==> src/rtl/controle_banco.sv <==
// Instruction sequencer for a 4x8 register bank: read up to two registers, run the ALU, write back.
// Optional zero/carry flags are built only when CONTROLE_FLAGS_EN is defined.
module controle_banco #(
    parameter int unsigned DATA_W = 8,
    parameter int unsigned ADDR_W = 2
) (
    input  logic                          clk,
    input  logic                          reset,
    input  logic                          instr_valid,
    output logic                          instr_ready,
    input  logic [2+3*ADDR_W+DATA_W-1:0]  instr,
    output logic [ADDR_W-1:0]             sr1,
    output logic [ADDR_W-1:0]             sr2,
    input  logic [DATA_W-1:0]             rdData1,
    input  logic [DATA_W-1:0]             rdData2,
    output logic [ADDR_W-1:0]             dr,
    output logic [DATA_W-1:0]             wrData,
    output logic                          write,
    output logic                          done,
    output logic [DATA_W-1:0]             result,
    output logic                          flag_z,
    output logic                          flag_c
);

    localparam int unsigned INSTR_W = 2 + 3*ADDR_W + DATA_W;
    localparam logic [1:0] OP_ADD = 2'b00;
    localparam logic [1:0] OP_SUB = 2'b01;
    localparam logic [1:0] OP_AND = 2'b10;
    localparam logic [1:0] OP_LDI = 2'b11;

    typedef enum logic [1:0] {IDLE, EXEC, WB} state_t;

    state_t              state;
    logic [1:0]          op_q;
    logic [ADDR_W-1:0]   dr_q;
    logic [DATA_W-1:0]   imm_q;
    logic [DATA_W-1:0]   alu_val;

    wire [1:0]        f_op  = instr[INSTR_W-1 -: 2];
    wire [ADDR_W-1:0] f_dr  = instr[INSTR_W-3 -: ADDR_W];
    wire [ADDR_W-1:0] f_sr1 = instr[INSTR_W-3-ADDR_W -: ADDR_W];
    wire [ADDR_W-1:0] f_sr2 = instr[DATA_W+ADDR_W-1 -: ADDR_W];
    wire [DATA_W-1:0] f_imm = instr[DATA_W-1:0];

    // ALU operates on the bank's combinational read data during EXEC
    always_comb begin
        alu_val = imm_q;
        case (op_q)
            OP_ADD:  alu_val = rdData1 + rdData2;
            OP_SUB:  alu_val = rdData1 - rdData2;
            OP_AND:  alu_val = rdData1 & rdData2;
            default: alu_val = imm_q;
        endcase
    end

`ifdef CONTROLE_FLAGS_EN
    logic alu_carry;
    logic carry_q;

    // Carry on ADD is a wrapped sum; on SUB it is an unsigned borrow
    always_comb begin
        alu_carry = 1'b0;
        case (op_q)
            OP_ADD:  alu_carry = (alu_val < rdData1);
            OP_SUB:  alu_carry = (rdData1 < rdData2);
            default: alu_carry = 1'b0;
        endcase
    end
`else
    assign flag_z = 1'b0;
    assign flag_c = 1'b0;
`endif

    always_ff @(posedge clk) begin
        if (!reset) begin
            state       <= IDLE;
            instr_ready <= 1'b0;
            write       <= 1'b0;
            done        <= 1'b0;
            result      <= '0;
            sr1         <= '0;
            sr2         <= '0;
            dr          <= '0;
            wrData      <= '0;
            op_q        <= '0;
            dr_q        <= '0;
            imm_q       <= '0;
`ifdef CONTROLE_FLAGS_EN
            carry_q     <= 1'b0;
            flag_z      <= 1'b0;
            flag_c      <= 1'b0;
`endif
        end else begin
            write <= 1'b0;
            done  <= 1'b0;
            case (state)
                IDLE: begin
                    if (instr_ready && instr_valid) begin
                        op_q        <= f_op;
                        dr_q        <= f_dr;
                        imm_q       <= f_imm;
                        // LDI leaves the read ports where they were
                        if (f_op != OP_LDI) begin
                            sr1 <= f_sr1;
                            sr2 <= f_sr2;
                        end
                        instr_ready <= 1'b0;
                        state       <= EXEC;
                    end else begin
                        instr_ready <= 1'b1;
                    end
                end
                EXEC: begin
                    wrData  <= alu_val;
                    dr      <= dr_q;
`ifdef CONTROLE_FLAGS_EN
                    carry_q <= alu_carry;
`endif
                    state   <= WB;
                end
                WB: begin
                    write       <= 1'b1;
                    done        <= 1'b1;
                    result      <= wrData;
`ifdef CONTROLE_FLAGS_EN
                    flag_z      <= (wrData == '0);
                    flag_c      <= carry_q;
`endif
                    instr_ready <= 1'b1;
                    state       <= IDLE;
                end
                default: state <= IDLE;
            endcase
        end
    end

endmodule

==> config.mk <==
export PLATFORM = sky130hd
export DESIGN_NAME = controle_banco
export DESIGN_NICKNAME = d
export VERILOG_FILES = /design/src/rtl/controle_banco.sv
export SDC_FILE = /design/constraint.sdc
export NUM_CORES = 1
export LEC_CHECK = 0
export BUFFER_PORTS_ARGS = -buffer_cell sky130_fd_sc_hd__buf_4
export CAP_MARGIN = 10
export CORE_MARGIN = 2
export CORE_UTILIZATION = 45
export CTS_BUF_LIST = sky130_fd_sc_hd__clkbuf_4
export DETAILED_ROUTE_END_ITERATION = 6
export PLACE_DENSITY = 0.73
export SLEW_MARGIN = 20
export SYNTH_ARGS = -nofsm -noshare
export SYNTH_HDL_FRONTEND = slang
export SYNTH_SLANG_ARGS = --single-unit
==> constraint.sdc <==
create_clock -name clk -period 5.1 [get_ports clk]
set_clock_uncertainty 0.15 [all_clocks]
set_input_delay 1.02 -clock clk [delete_from_list [all_inputs] [get_ports clk]]
set_output_delay 1.02 -clock clk [all_outputs]
set_load 0.01 [all_outputs]
Word-level counts from Yosys, hierarchy flattened:

Cells that the tools add are included.

* bits of input ports: 35
* register bits after elaboration: 38

* add/sub/neg operators: 2
* mux-type cells: 6
* equal/unequal tests: 6
* bitwise gates (word level): 1
* reduce and logical (&&, ||, !) cells: 6

Operators by type and width (number)
* $pmux 8 s3: 1
* $add 8x8->8: 1
* $and 8x8->8: 1
* $sub 8x8->8: 1
* $eq 2x1->1 const B: 2
* $eq 2x2->1 const B: 2
* $logic_not 2->1: 2
* $ne 2x2->1 const B: 2
* $pmux 2 s2: 1
* $reduce_and 3->1: 1
* $mux 1: 2
* $mux 2: 1
* $pmux 1 s2: 1
* $reduce_and 2->1: 1
* $reduce_bool 2->1: 1
* $logic_and 1x1->1: 1

Longest topological paths before layout:

Gate-level depths: netlist (run 1).

* depth after elaboration: 3
* mapped depth: 11
* depth with buffers taken out: 11

Worst setup path before layout (run 1):

Ideal clock, no wire load.

* path type: input -> register
* start point: input port rdData2[0]
* end point: register wrData[5]
* stages: 10
* data arrival time: 2.880 ns
* path buffers: 0
* slack: 1.996 ns
* cell sequence: inv_1 -> ha_1 -> mux2_2 -> inv_1 -> ha_1 -> nor2b_4 -> o31a_1 -> or3_1 -> a21o_1 -> a31oi_2

* longest elaborated chain between the ends: 2
* elaborated cells on any way between the ends: 3

RTL lines
* from (decl): line 15 `input logic [DATA_W-1:0] rdData2,`
* $sub 8x8->8 or $add 8x8->8 (tied branches): line 50, 49
* $pmux 8 s3 *: line 48 `case (op_q)`
* to (signal assigned): line 114 `wrData <= alu_val;`
* to (decl): line 17 `output logic [DATA_W-1:0] wrData,`

Every way passes the cells marked *; elsewhere a longest branch is shown, timed or not.
A chain may end at the register's enable or synchronous reset.

Worst setup path in the final report (run 1):

Ends and elaborated chain as after synthesis.

==> results of run 1 <==
[kinds of logic after synthesis]
logic type,share of synthesized area [%]
AO/OA/AOI/OAI,23.6
adder cells (fa/ha/maj),6.28
other,0.178
flip-flops,36.0
buffers and inverters,5.57
multiplexers,1.48
XOR/XNOR,3.32
AND/OR/NAND/NOR,23.5
[sequential cells by signal, summed over array words and instances, names as in the netlist]
register / flops
done: 1
dr: 2
dr_q: 2
imm_q: 8
instr_ready: 1
op_q: 2
result: 8
sr1: 2
sr2: 2
state: 2
wrData: 8
[stage by stage]
stage | hold WS (ps) | cells | setup WS (ps) | total power [mW] | area (um2)
after floorplan | 291 | 263 | 2000 | 0.424 | 2120
after global placement | 301 | 357 | 1810 | 0.473 | 2540
after detailed placement | 308 | 357 | 1760 | 0.476 | 2540
after CTS | 324 | 364 | 2110 | 0.618 | 2590
after global routing | 340 | 364 | 1920 | 0.647 | 2590
final | 320 | 364 | 2090 | 0.611 | 2590
[placed cells by master, fill, tap and decap left out, types with 5 or more instances in the layout]
cell type and instances:
a21boi_0 28, nand3_1 5, buf_4 60, clkbuf_4 5, inv_1 6, dfxtp_1 38, o21ai_0 13, ha_1 9
a21oi_1 9, nand2_1 66, nor2_1 12, xnor2_1 7
[worst min-delay path by stage]
stage | from | end | slack [ps] | depth (start not counted)
6_report | result[3]$_SDFFE_PN0P_ | result[3]$_SDFFE_PN0P_ | 320 | 2
5_1_grt | result[5]$_SDFFE_PN0P_ | result[5]$_SDFFE_PN0P_ | 340 | 2
4_1_cts | result[5]$_SDFFE_PN0P_ | result[5]$_SDFFE_PN0P_ | 320 | 2
3_5_place_dp | result[5]$_SDFFE_PN0P_ | result[5]$_SDFFE_PN0P_ | 310 | 2
3_3_place_gp | imm_q[4]$_SDFFE_PN0P_ | imm_q[4]$_SDFFE_PN0P_ | 300 | 2
2_1_floorplan | dr_q[1]$_SDFFE_PN0P_ | dr[1]$_SDFFE_PN0N_ | 290 | 2
[layer usage]
metal | routed length, um | share of wire, % | vias to the layer above
li1 | - | - | 987
met4 | 8 | 0.17 | 0
met1 | 2130 | 46 | 834
met3 | 193 | 4.1 | 2
met2 | 2320 | 50 | 53
met5 | 0 | 0 | -
[power groups by stage]
stage | logic [mW] | registers [mW] | clock network [mW]
global route | 0.167 | 0.321 | 0.159
finish | 0.150 | 0.318 | 0.142
detailed placement | 0.150 | 0.325 | 0
floorplan | 0.101 | 0.323 | 0
global placement | 0.148 | 0.325 | 0
CTS | 0.151 | 0.318 | 0.149
[layout make-up]
class,instances,area [um2],share of cell area [%]
clock buffer,5,37.5,1.45
timing repair buffer,60,450,17.4
clock inverter,2,10.0,0.386
sequential,38,761,29.4
inverter,6,22.5,0.870
multi-input combinational,201,1240,48.0
tap,52,65.1,2.51
[worst max-delay path, stage by stage]
cell     delay (ps)
buf_4           100
inv_1            40
ha_1            280
mux2_2          290
inv_1            60
ha_1            220
nor2b_4         130
o31a_1          300
or3_1           360
a21o_1          180
a31oi_2         150
==> flow_summary_export.csv, run 1 <==
group,metric,value,unit
run_status,status,"finished, final reports clean",
synth,yosysTopAreaCell,"dfxtp_1",
synth,ys_async_sr_fraction,0,%
sta,tightest_slew,981,ps
cts,cts_buffers,5,
synth,synth.most_common_cell,"nand2_1",
cts,cts_root_buf,"clkbuf_4",
pwr,power_frac_clock,23.3,%
cells_and_area,diodes,0,
place,port_buffers,59,
die,die_h,72.5,um
synth,netlist_instances,262,
routing,wl_per_cell,12.8,um
sta,tns,0,ps
place,dp_hpwl,3.58,mm
cells_and_area,synthToLayoutAreaGrowth,22.6,%
cts,hold_buffers,0,
synth,ys_types,45,
die,core_area,4440,um2
cts,cts_resized,0,
pwr,power.switching,0.178,mW
cts,cts_setup_buffers,0,
critical_path,r2r-start,"op_q[0]$_SDFFE_PN0P_",
routing,via_per_inst,5.15,
pwr,p_sw_share,29.1,%
synth,synth_area,2110,um2
die,die_area,5260,um2
die,ios,62,
synth,synth.avg_cell_area,8.06,um2
critical_path,worstPathRequired,5210,ps
min_path,worstHoldPathType,"reg2reg",
sta,maxSlewViolCount,0,
cells_and_area,layout-drive-gt1-share,23.7,%
global_route,busiest_layer,"met2",
critical_path,path_class,"in2reg",
routing,initialDrtViolationCount,97,
sta,rsz0062_at_grt,"false",
cts,htree_levels,2,
synth,synth_flop_cell,"dfxtp_1",
critical_path,timing.rr.end,"wrData[5]$_SDFFE_PN0N_",
synth,synth-seq-cells,38,
synth,ys_top_cells_by_area,"dfxtp_1, nand2_1, a21boi_0",
critical_path,crit_path_start,"rdData2[0]",
global_route,grt-ovfl-total,0,
synth,ys_seq_area_share,36.0,%
critical_path,critPathLaunchType,"primary input",
global_route,grt_pass1_vias,1771,
cells_and_area,final_util,58.3,%
critical_path,cp.arrival,3130,ps
pwr,p_seq_share,52.1,%
global_route,grt_usage,19.0,%
synth,synthTopCellsByCount,"nand2_1, dfxtp_1, a21boi_0",
pwr,leakagePower,1.07,nW
synth,synth_top_area_share,36.0,%
global_route,grt_pass1_wl,7.87,mm
sta,period_needed,3010,ps
routing,dr.pass1.iters,4,
cells_and_area,nets,357,
pwr,power_density,236,nW/um2
routing,wl,4.65,mm
sta,slew-limit-headroom,34.4,%
pwr,pwr-share-comb,24.6,%
die,initial_core_util,47.5,%
global_route,antenna_found_initial,0,
pwr,peakVddDrop,0.159,mV
cts,clk_pin_slew,110,ps
cts,clock_path_buffers,2,
cts,cts_tree,"done",
sta,post-route-period-util,59.1,%
routing,detail-route-antenna-nets,0,
cts,clock_latency,330,ps
routing,drcViolationCount,0,
global_route,gr-usage-met3,4.72,%
critical_path,endpoint,"wrData[5]$_SDFFE_PN0N_",
global_route,grt_max_degree,39,
die,fp-row-count,24,
place,gp_congestion,0.827,
synth,synth-edff-count,0,
cts,cts_sinks,38,
die,dieWidth,72.5,um
cells_and_area,fillCellCount,421,
global_route,globalRouteMet1Util,23.8,%
critical_path,rr_worst_depth,9,
flow_run,cap_violations,0,
sta,timing.fmax,0.332,GHz
sta,setup_violations,0,
synth,yosysWarnings,0,
pwr,p_int,0.433,mW
sta,hold_viol,0,
routing,vias,1876,
critical_path,r2r_slack,2110,ps
critical_path,cp_max_fo,4,
critical_path,endpoint_kind,"flop",
global_route,use_met2,32.4,%
Power figures use the tool's default switching activity.
==> inputs of run 2 (changes only) <==
--- a/config.mk
+++ b/config.mk
@@ -5,13 +5,14 @@
 export SDC_FILE = /design/constraint.sdc
 export NUM_CORES = 1
 export LEC_CHECK = 0
+export ABC_AREA = 1
 export BUFFER_PORTS_ARGS = -buffer_cell sky130_fd_sc_hd__buf_4
 export CAP_MARGIN = 10
 export CORE_MARGIN = 2
 export CORE_UTILIZATION = 45
 export CTS_BUF_LIST = sky130_fd_sc_hd__clkbuf_4
 export DETAILED_ROUTE_END_ITERATION = 6
-export PLACE_DENSITY = 0.73
+export PLACE_DENSITY = 0.77
 export SLEW_MARGIN = 20
 export SYNTH_ARGS = -nofsm -noshare
 export SYNTH_HDL_FRONTEND = slang
==> constraint.sdc (replaced) <==
create_clock -name clk -period 2.5 [get_ports clk]
set_clock_uncertainty 0.15 [all_clocks]
set_input_delay 0.5 -clock clk [delete_from_list [all_inputs] [get_ports clk]]
set_output_delay 0.5 -clock clk [all_outputs]
set_load 0.01 [all_outputs]
==> run 2 against run 1 <==
  * Sequential share of layout area increased by 0.68 points
  * Synthesized cell count increased by 1.5%
  * Final cell count increased by 4.4%
  * Utilization increased by 3.7 points
  * Sequential cell count unchanged
  * Worst setup slack got worse by 1800 ps
  * Routed wire length decreased by 3.1%
  * Total power increased by 130%
  * Global-route usage about the same
  * Clock-buffer cell count increased by 2
  * Register-to-register slack got worse by 1800 ps
  * Sequential power increased by 110%
==> flow_summary_export.csv, run 2 <==
group,metric,value,unit
run_status,status,"finished, final reports clean",
critical_path,cp.buffers_inverters,4,
die,dieWidth,70.0,um
critical_path,cp_slowest_stage_delay,280,ps
critical_path,critPathLaunchType,"primary input",
synth,synth_area,1960,um2
place,port_buffers,59,
cts,cts_setup_buffers,0,
critical_path,path_class,"in2reg",
cts,cts_root_buf,"clkbuf_4",
global_route,grt_pass1_vias,1791,
synth,synth.most_common_cell,"o21ai_0",
min_path,holdCritStartpoint,"instr[12]",
die,ios,62,
critical_path,crit_top_cell,"nand2_1",
flow_run,cap_violations,0,
sta,hold_viol,0,
place,dp_slack,-39.3,ps
global_route,grt_max_degree,28,
synth,yosysTopAreaCell,"dfxtp_1",
pwr,power_density,550,nW/um2
critical_path,cp_cell_sequence,"buf_4 -> inv_1 -> ha_1 -> inv_1 -> nor3_1 -> nand2_1 -> nand2_1 -> xor2_1 -> ha_1 -> nand2_1 -> inv_1 -> nand2_1 -> nand2_1 -> a21oi_1 -> nand3_1 -> nand3_1 -> a21oi_2",
global_route,grt_pass1_wl,7.61,mm
synth,ys_types,31,
die,core_area,4090,um2
cells_and_area,diodes,0,
sta,tns,0,ps
routing,via_per_inst,5.07,
pwr,leakagePower,1.24,nW
sta,tightest_slew,582,ps
cts,clk_pin_slew,110,ps
critical_path,r2r-start,"op_q[1]$_SDFFE_PN0P_",
cts,hold_buffers,0,
routing,wl,4.51,mm
die,die_area,4900,um2
cts,clock_latency,340,ps
cts,cts_tree,"done",
routing,initialDrtViolationCount,75,
sta,period_needed,2200,ps
cells_and_area,layout_common_cells,"buf_4, o21ai_0, nand2_1",
cts,htree_levels,2,
cells_and_area,fillCellCount,406,
critical_path,cp_top_family,"simple AND/OR/NAND/NOR gates",
routing,wl_per_cell,11.9,um
cells_and_area,layout-drive-gt1-share,25.5,%
synth,synth-edff-count,0,
synth,yosysWarnings,0,
place,dp_hpwl,3.52,mm
cells_and_area,nets,374,
synth,ys_top_cells_by_area,"dfxtp_1, o21ai_0, nand2_1",
place,gp_congestion,0.874,
global_route,grt_usage,19.0,%
cts,cts_buffers,5,
die,initial_core_util,47.9,%
global_route,grt-ovfl-total,0,
synth,ys_async_sr_fraction,0,%
synth,synth_flop_cell,"dfxtp_1",
routing,dr.pass1.iters,4,
cells_and_area,stdcell_area,2530,um2
cells_and_area,reg.largest.list,"imm_q (8), result (8), wrData (8)",
sta,maxSlewViolCount,0,
cts,cts_sinks,38,
synth,synth-seq-cells,38,
global_route,antenna_found_initial,0,
die,fp-row-count,23,
sta,rsz0062_at_grt,"false",
critical_path,endpoint_kind,"flop",
sta,worst_slack,298,ps
sta,post-route-period-util,88.1,%
synth,synth_top_area_share,38.8,%
cells_and_area,final_common_cell,"buf_4",
synth,synthTopCellsByCount,"o21ai_0, nand2_1, dfxtp_1",
cts,cts_resized,0,
synth,netlist_instances,266,
critical_path,cp.arrival,2290,ps
pwr,peakVddDrop,0.359,mV
routing,vias,1926,
place,dpl_cell_area,2450,um2
synth,ys_seq_area_share,38.8,%
routing,drcViolationCount,0,
die,die_h,70.0,um
critical_path,crit_path_start,"rdData2[0]",
sta,slew-limit-headroom,61.1,%
sta,timing.fmax,0.454,GHz
synth,synth.avg_cell_area,7.37,um2
critical_path,cp_max_fo,4,
critical_path,worstPathRequired,2590,ps
critical_path,slowest_stage,"ha_1",
sta,setup_violations,0,
cells_and_area,synthToLayoutAreaGrowth,29.2,%
cts,clock_path_buffers,2,
min_path,worstHoldPathType,"in2reg",
routing,detail-route-antenna-nets,0,
-- run 2: cell count changes after synthesis, sizes merged, moves of 11 or more --
cell / previous run / this run
a21boi: 28 / 0
nand2: 66 / 44
a21oi: 9 / 20
nand3: 5 / 16
inv: 6 / 35
o21ai: 13 / 41
nor2: 12 / 32
-- run 2: area by class of cell --
class	count	area (um2)	share of cell area [%]
inverter	36	138	5.44
tap	50	62.6	2.47
clock buffer	7	52.6	2.08
timing repair buffer	62	465	18.4
multi-input combinational	186	1020	40.4
sequential	38	761	30.1
clock inverter	1	30.0	1.19
-- run 2: worst paths after layout --
kind                                  to  slack, ps  cells after the start
setup reg to reg  wrData[5]$_SDFFE_PN0N_        350                     12
hold reg to reg      sr2[1]$_SDFFE_PN0P_        300                      2
hold / removal      dr_q[0]$_SDFFE_PN0P_        190                      3
setup / recovery  wrData[7]$_SDFFE_PN0N_        300                     17
-- run 2: logic make-up (layout without fill, tap and decap cells) --
group | Yosys count | after routing | synth area share (%)
adder cells (fa/ha/maj) | 10 | 10 | 6.77
other | 1 | 2 | 0.191
flip-flops | 38 | 38 | 38.8
AO/OA/AOI/OAI | 71 | 71 | 19.0
buffers and inverters | 43 | 106 | 9.20
AND/OR/NAND/NOR | 97 | 97 | 23.3
XOR/XNOR | 6 | 6 | 2.68
-- run 2: worst reg2reg max path: cells and delay by family (launching register included) --
family	cells	cell delay (ps)
AOI/OAI and AO/OA	3	620
adders and majority gates	1	280
DFF	1	350
and+or+nand+nor	5	420
buffers and inverters	3	270
-- run 2: per-stage QoR --
step	cells	total power, mW	util, %	hold slack (ps)
final	380	1.39	61.9	186
after global routing	380	1.47	61.9	191
after CTS	380	1.40	61.9	176
after detailed placement	372	0.980	59.9	286
after global placement	372	0.973	59.9	284
after floorplan	267	0.860	-	275
-- run 2: report_power, final --
part | internal, mW | leakage, nW | switching, mW | total, mW
combinational | 0.142 | 0.883 | 0.170 | 0.312
sequential | 0.635 | 0.310 | 0.0181 | 0.653
clock | 0.234 | 0.0463 | 0.193 | 0.427
-- run 2: layer usage --
layer,GRT usage [%],vias to the layer above,routed length (um)
met1,21.7,877,1970
met5,0,-,0
met2,34.0,47,2210
li1,-,996,-
met4,6.84,0,65
met3,4.91,6,266
